===== src/rtl/regfile_writeback.sv =====
// rtl/regfile_writeback.sv - merges ALU and load results into the single regfile write port
// Load results wait in a small FIFO; ALU results always win the write port.
module regfile_writeback #(
  parameter int N     = 32,
  parameter int DEPTH = 2
) (
  input  logic         clk,
  input  logic         rst,
  input  logic         alu_valid,
  input  logic [4:0]   alu_rd,
  input  logic [N-1:0] alu_data,
  input  logic         mem_valid,
  output logic         mem_ready,
  input  logic [4:0]   mem_rd,
  input  logic [N-1:0] mem_data,
  output logic [4:0]   rd,
  output logic [N-1:0] write_data,
  output logic         write_enable,
  output logic [31:0]  pending_mask
);

  localparam int AW = $clog2(DEPTH);
  localparam logic [AW:0] FULL = (AW+1)'(DEPTH);

  logic         ent_live_q [DEPTH];
  logic         ent_live_d [DEPTH];
  logic [4:0]   ent_rd_q   [DEPTH];
  logic [4:0]   ent_rd_d   [DEPTH];
  logic [N-1:0] ent_data_q [DEPTH];
  logic [N-1:0] ent_data_d [DEPTH];
  logic [AW-1:0] wptr_q, wptr_d, rptr_q, rptr_d;
  logic [AW:0]   count_q, count_d;
  logic [4:0]    rd_q, rd_d;
  logic [N-1:0]  write_data_q, write_data_d;
  logic          write_enable_q, write_enable_d;
  logic          push, pop, squash;

  assign mem_ready    = !rst && (count_q < FULL);
  assign rd           = rd_q;
  assign write_data   = write_data_q;
  assign write_enable = write_enable_q;

  // live is cleared on pop, so a live entry is always an occupied one
  always_comb begin
    pending_mask = '0;
    for (int e = 0; e < DEPTH; e++) begin
      if (ent_live_q[e]) pending_mask[ent_rd_q[e]] = 1'b1;
    end
    pending_mask[0] = 1'b0;
  end

  always_comb begin
    push   = mem_valid && mem_ready;
    pop    = !alu_valid && (count_q != '0);
    squash = alu_valid && (alu_rd != 5'd0);
    for (int e = 0; e < DEPTH; e++) begin
      ent_live_d[e] = ent_live_q[e];
      ent_rd_d[e]   = ent_rd_q[e];
      ent_data_d[e] = ent_data_q[e];
    end
    rd_d           = rd_q;
    write_data_d   = write_data_q;
    write_enable_d = 1'b0;

    if (alu_valid) begin
      rd_d           = alu_rd;
      write_data_d   = alu_data;
      write_enable_d = squash;
    end else if (pop) begin
      rd_d               = ent_rd_q[rptr_q];
      write_data_d       = ent_data_q[rptr_q];
      write_enable_d     = ent_live_q[rptr_q];
      ent_live_d[rptr_q] = 1'b0;
    end

    // the ALU result is younger than every load queued or arriving now
    for (int e = 0; e < DEPTH; e++) begin
      if (squash && (ent_rd_q[e] == alu_rd)) ent_live_d[e] = 1'b0;
    end

    if (push) begin
      ent_live_d[wptr_q] = (mem_rd != 5'd0) && !(squash && (mem_rd == alu_rd));
      ent_rd_d[wptr_q]   = mem_rd;
      ent_data_d[wptr_q] = mem_data;
    end

    wptr_d  = wptr_q + AW'(push);
    rptr_d  = rptr_q + AW'(pop);
    count_d = count_q + (AW+1)'(push) - (AW+1)'(pop);
  end

  always_ff @(posedge clk) begin
    if (rst) begin
      wptr_q         <= '0;
      rptr_q         <= '0;
      count_q        <= '0;
      rd_q           <= '0;
      write_data_q   <= '0;
      write_enable_q <= 1'b0;
      for (int e = 0; e < DEPTH; e++) begin
        ent_live_q[e] <= 1'b0;
        ent_rd_q[e]   <= '0;
        ent_data_q[e] <= '0;
      end
    end else begin
      wptr_q         <= wptr_d;
      rptr_q         <= rptr_d;
      count_q        <= count_d;
      rd_q           <= rd_d;
      write_data_q   <= write_data_d;
      write_enable_q <= write_enable_d;
      for (int e = 0; e < DEPTH; e++) begin
        ent_live_q[e] <= ent_live_d[e];
        ent_rd_q[e]   <= ent_rd_d[e];
        ent_data_q[e] <= ent_data_d[e];
      end
    end
  end

endmodule


===== config.mk =====
export PLATFORM = sky130hd
export DESIGN_NAME = regfile_writeback
export DESIGN_NICKNAME = d
export VERILOG_FILES = /design/src/rtl/regfile_writeback.sv
export SDC_FILE = /design/constraint.sdc
export NUM_CORES = 1
export LEC_CHECK = 0
export CAP_MARGIN = 40
export CELL_PAD_IN_SITES_DETAIL_PLACEMENT = 1
export CELL_PAD_IN_SITES_GLOBAL_PLACEMENT = 2
export CORE_MARGIN = 1.5
export CORE_UTILIZATION = 29
export CTS_BUF_LIST = sky130_fd_sc_hd__clkbuf_8
export CTS_CLUSTER_SIZE = 25
export DETAILED_ROUTE_END_ITERATION = 8
export PLACE_DENSITY = 0.83
export RECOVER_POWER = 100
export SYNTH_ARGS = -nofsm -noshare
export SYNTH_HDL_FRONTEND = slang
export SYNTH_SLANG_ARGS = --single-unit

===== constraint.sdc =====
create_clock -name clk -period 2.4 [get_ports clk]
set_input_delay 0.6 -clock clk [delete_from_list [all_inputs] [get_ports clk]]
set_output_delay 0.6 -clock clk [all_outputs]
set_load 0.02 [all_outputs]

# --- After elaboration in Yosys (flattened, before gate mapping) ---
# Memory sizes are Yosys's and may differ from the RTL's. A register that Yosys moved wholly into a read port is not among the register bits.
# Index checks and enable logic that the tools add are counted.
# Widths: inputs -> output; s select.
word_totals:
  regBits: 42
  ramBits: 76
  in_bits: 78
  output_inout_bits: 71
  wordCells: 97
  mem_count: 3
mem_list:
  columns: ["memory", "depth", "word_bits", "rd", "rd_clocked_by_memory_dff", "wr", "line_no", "text"]
  rows:
  - ["ent_data_q", 2, 32, 3, 1, 2, "29", "logic [N-1:0] ent_data_q [DEPTH];"]
  - ["ent_rd_q", 2, 5, 3, 1, 2, "27", "logic [4:0] ent_rd_q [DEPTH];"]
  - ["ent_live_q", 2, 1, 3, 1, 2, "25", "logic ent_live_q [DEPTH];"]
op_classes:
  addsub: 4
  n_lt_le_gt_ge: 9
  n_eq_ne: 3
  n_mux: 42
  bitwise_logic: 11
  reduce_logical: 19
ops:
  columns: ["op", "n"]
  rows:
  - ["$mux 32", 7]
  - ["$bwmux 64", 1]
  - ["$mux 64", 1]
  - ["$demux 32 s1", 1]
  - ["$or 32x32->32", 1]
  - ["$mux 5", 5]
  - ["$mux 1", 16]
  - ["$eq 5x5->1", 3]
  - ["$logic_and 1x1->1", 12]
  - ["$lt 5x6->1 const B", 2]
  - ["$bwmux 10", 1]
  - ["$demux 1 s5", 2]
  - ["$ge 5x1->1 const B", 2]
  - ["$mux 10", 1]
  - ["$reduce_bool 5->1", 2]
  - ["$mux 2", 3]
  - ["$or 1x1->1", 6]
  - ["$demux 5 s1", 1]
  - ["$ge 2x2->1 const B", 2]
  - ["$lt 2x1->1 const B", 2]
  - ["$not 1->2", 2]
  - ["$reduce_bool 2->1", 2]
  - ["$logic_not 1->1", 3]
  - ["$add 1x1->1", 2]
  - ["7 further kinds", 8]

# --- Longest topological paths before layout ---
depth:
  depth_word: 13
  depth_mapped: 8
  depth_no_buf: 8

# --- Least setup slack after synthesis ---
# No wires, ideal clock.
synth_path:
  path_kind: "input to output"
  startpoint: "input port rst"
  endpoint: "output port mem_ready"
  t_arrival_ns: 1.579
  t_required_ns: 1.800
  setup_slack_ns: 0.221
  cell_stages: 4
  path_buffers: 3
  path_cell_list: "clkbuf_1 -> clkbuf_1 -> clkbuf_1 -> nor2_1"
synth_between:
  elab_chain_cells: 2
synth_lines:
  columns: ["item", "line_no", "text"]
  rows:
  - ["start: declaration", "8", "input logic rst,"]
  - ["$logic_not 1->1", "38", "assign mem_ready = !rst && (count_q < FULL);"]
  - ["$logic_and 1x1->1", "38", null]
  - ["end: declaration", "13", "output logic mem_ready,"]
# No other way between the ends.

==> key figures <==
Global route
  – Largest net degree at the start of global routing: 77
  – Overflow after GRT: 0
  – GR Util All Layers: a little under a fifth
  – Antenna violations before repair: 0
  – Vias in the first global route: around 5500
  – Global-route wire length before repair: ~29000 um

STA
  – Final WS setup: around 67 ps
  – Final Cycle Share: between 90 and 100%
  – WHS: around 450 ps
  – RSZ-0062 raised after global routing: true
  – Max Clock Skew: around 10 ps
  – Fmax: around 430 MHz
  – Max Transition Viols Final: 0
  – Final worst path period need: 2330 ps
  – Setup-failing EPs final: 0
  – Hold Fails Final Rpt: 0
  – Slew @ Worst Pin: slightly above 900 ps
  – Max-slew headroom: about two fifths

Finish
  – Inserted Diodes: 0
  – Cell area after layout: about 7700 sq um
  – Final nets: ~840
  – Most frequent cells in the layout: dfxtp_1 (109), nor2_1 (101), mux2i_1 (91)
  – Share of cells above drive strength 1: a little under a fifth
  – Area Growth Syn to Fin: 42.4%
  – Commonest non-fill, non-tap cell in the layout: dfxtp_1
  – Fin util: about 42%
  – # fillers: roughly 2100

Drt
  – DR vias: 5131
  – DRT Wirelength: 17700 um
  – Drc violations: 13
  – WL per Instance: between 15 and 20 um
  – DR iter-0 viols: ~240
  – DRT Pass-1 Iters: 7
  – Via density: about 5
  – Routed Antenna Nets: 0

Floorplan
  – Chip Height: roughly 140 um
  – Die W: between 100 and 150 um
  – Die ar.: around 19000 sq um
  – Standard-cell rows: 49
  – Initial Util: 29.8%
  – Boundary Pins: around 150
  – Total core area: 18100 sq um

Logic synthesis
  – Flops & latches, synth: between 100 and 150
  – Synth unique cells: 30
  – Register area share after synthesis: 43.6%
  – Area contributors post-synth: dfxtp_1 (44%), mux2i_1 (17%), nor2_1 (7.1%)
  – YS warnings: 0
  – Share of the synthesized area in the top cell type: between 40% and 50%
  – Post-synthesis cell count: about 590
  – Synthesized Nets: approximately 680
  – Mean Syn Cell Area: between 9 and 10 sq um
  – Mapped cell area: about 5400 sq um
  – Synth area leader: dfxtp_1

Clocking
  – Num Clock Sinks: around 120
  – CTS tree: built
  – Clock latency on the worst-skew pair: between 400 and 500 ps
  – CTS Buf Count: 17
  – Max Root-Sink Buffers: 2
  – Hold_buf cts: 0
  – CTS clk-pin slew, worst paths: approximately 70 ps
  – Root buf cell: clkbuf_8
  – H-Tree Depth: 4

Setup path
  – RR Endpoint: ent_rd_q[0][1]$_SDFFE_PP0P_
  – WP data arrival: around 1700 ps
  – Kind of critical path: flip-flop to output port
  – Worst Path Required: ~1800 ps
  – Reg2Reg Depth: 6
  – Critical R2R Launch: count_q[1]$_SDFF_PP0_
  – Reg2Reg Setup Slack: around 400 ps
  – Max FO, Critical Path: 7
  – Setup crit start kind: flip-flop
  – CP endpoint kind: output port

Placement
  – Post-Place Worst Slack: -158 ps
  – Buffers on Ports: approximately 150
  – Placement Cell Area: 7320 sq um
  – GPL Wtd Cong: between 0.8 and 0.9
  – HPWL Detailed: around 12000 um

Job
  – Max_cap viols: 0

Pwr
  – PwrDens: approximately 720 nW/um^2
  – Leakage: roughly 0.0030 uW
  – Max VDD drop: ~0.00039 V
  – Power consumption: around 5500 uW

Outcome
  – Failing checks: DRC
  – Status: complete, but fails checks

Min path
  – Hold Path Depth: 2
  – HP Class: flip-flop to flip-flop
  – Min-Delay Startpoint: write_data[9]$_SDFFE_PP0P_
  – Hold EP: write_data[9]$_SDFFE_PP0P_
## repair_timing
action                                  CTS  global route
gates resized for setup                  98            23
setup buffers                            12             3
pin swaps                                 0             3
endpoints found under the setup margin   31            21
## metal layers
layer  track usage [%]  share of wire [%]
met1              21.1                 41
met2              33.5                 52
met3              4.06                5.1
met4              7.48                1.7
met5                 0                  0
## logic make-up after synthesis
logic type	after synthesis	synth area share, %
AOI/OAI and AO/OA	92	11.5
xor gates and xnor gates	18	2.91
adders and majority gates	4	0.924
buffers and inverters	56	4.25
DFF	118	43.6
muxes	112	21.2
other	1	0.0693
and+or+nand+nor	193	15.6
## area by class of cell
cell class | instances | area, sq um | share of cell area (%)
Clock buffer | 19 | 262 | 3.39
Clock inverter | 13 | 140 | 1.82
Inverter | 4 | 15.0 | 0.195
Multi-Input combinational cell | 420 | 2860 | 37.1
Sequential cell | 118 | 2370 | 30.8
Tap cell | 229 | 287 | 3.72
Timing Repair Buffer | 200 | 1770 | 23.0
## worst max-delay path, stage by stage, from the launching register on
cell	delay, ps
dfxtp_2	350
or3b_4	450
o22ai_1	210
clkdlybuf4s15_2	290
## flip-flops by register name, indices dropped and copies added, names as in the netlist
signal,flops
wptr_q,1
ent_data_q,64
write_data,32
rd,5
ent_live_q,2
ent_rd_q,10
rptr_q,1
write_enable,1
count_q,2
## power by group
group / total, uW / switching [uW] / internal, uW
Combinational: 1380 / 727 / 652
Sequential: 2280 / 162 / 2120
Clock: 1850 / 793 / 1060
## worst max-delay path by stage
stage,from,to,slack (ps),cells past startpoint
after floorplan,rst,mem_ready,220,4
after global placement,mem_valid,ent_rd_q[1][3]$_SDFFE_PP0P_,-90,7
after detailed placement,mem_valid,ent_data_q[1][0]$_SDFFE_PP0P_,-160,7
after CTS,ent_rd_q[1][4]$_SDFFE_PP0P_,pending_mask[18],-20,3
after global routing,ent_live_q[0]$_SDFF_PP0_,pending_mask[6],-10,6
final,ent_rd_q[0][0]$_SDFFE_PP0P_,pending_mask[12],70,3
## stage by stage
stage / setup TNS [ps] / instances
floorplan: 0 / 594
global placement: -4240 / 956
detailed placement: -8330 / 956
CTS: -21.1 / 1000
global route: -18.2 / 1003
finish: 0 / 1003
## cell usage after synthesis
cell	count
a21oi_1	18
a221o_1	2
a222oi_1	20
buf_1	4
buf_2	13
buf_4	1
clkbuf_1	34
conb_1	1
dfxtp_1	118
ha_1	4
inv_1	4
mux2_2	21
mux2i_1	91
nand2_1	54
nand2b_1	2
nand3_1	7
nand3b_1	10
nor2_1	102
nor2b_1	3
nor3_2	1
nor4_1	3
o21ai_0	18
o21ai_2	1
o22ai_1	31
o32ai_1	2
or3_1	3
or3b_2	6
or4_1	2
xnor2_1	11
xor2_1	7
Note: power is estimated with default switching activity, not from simulation.
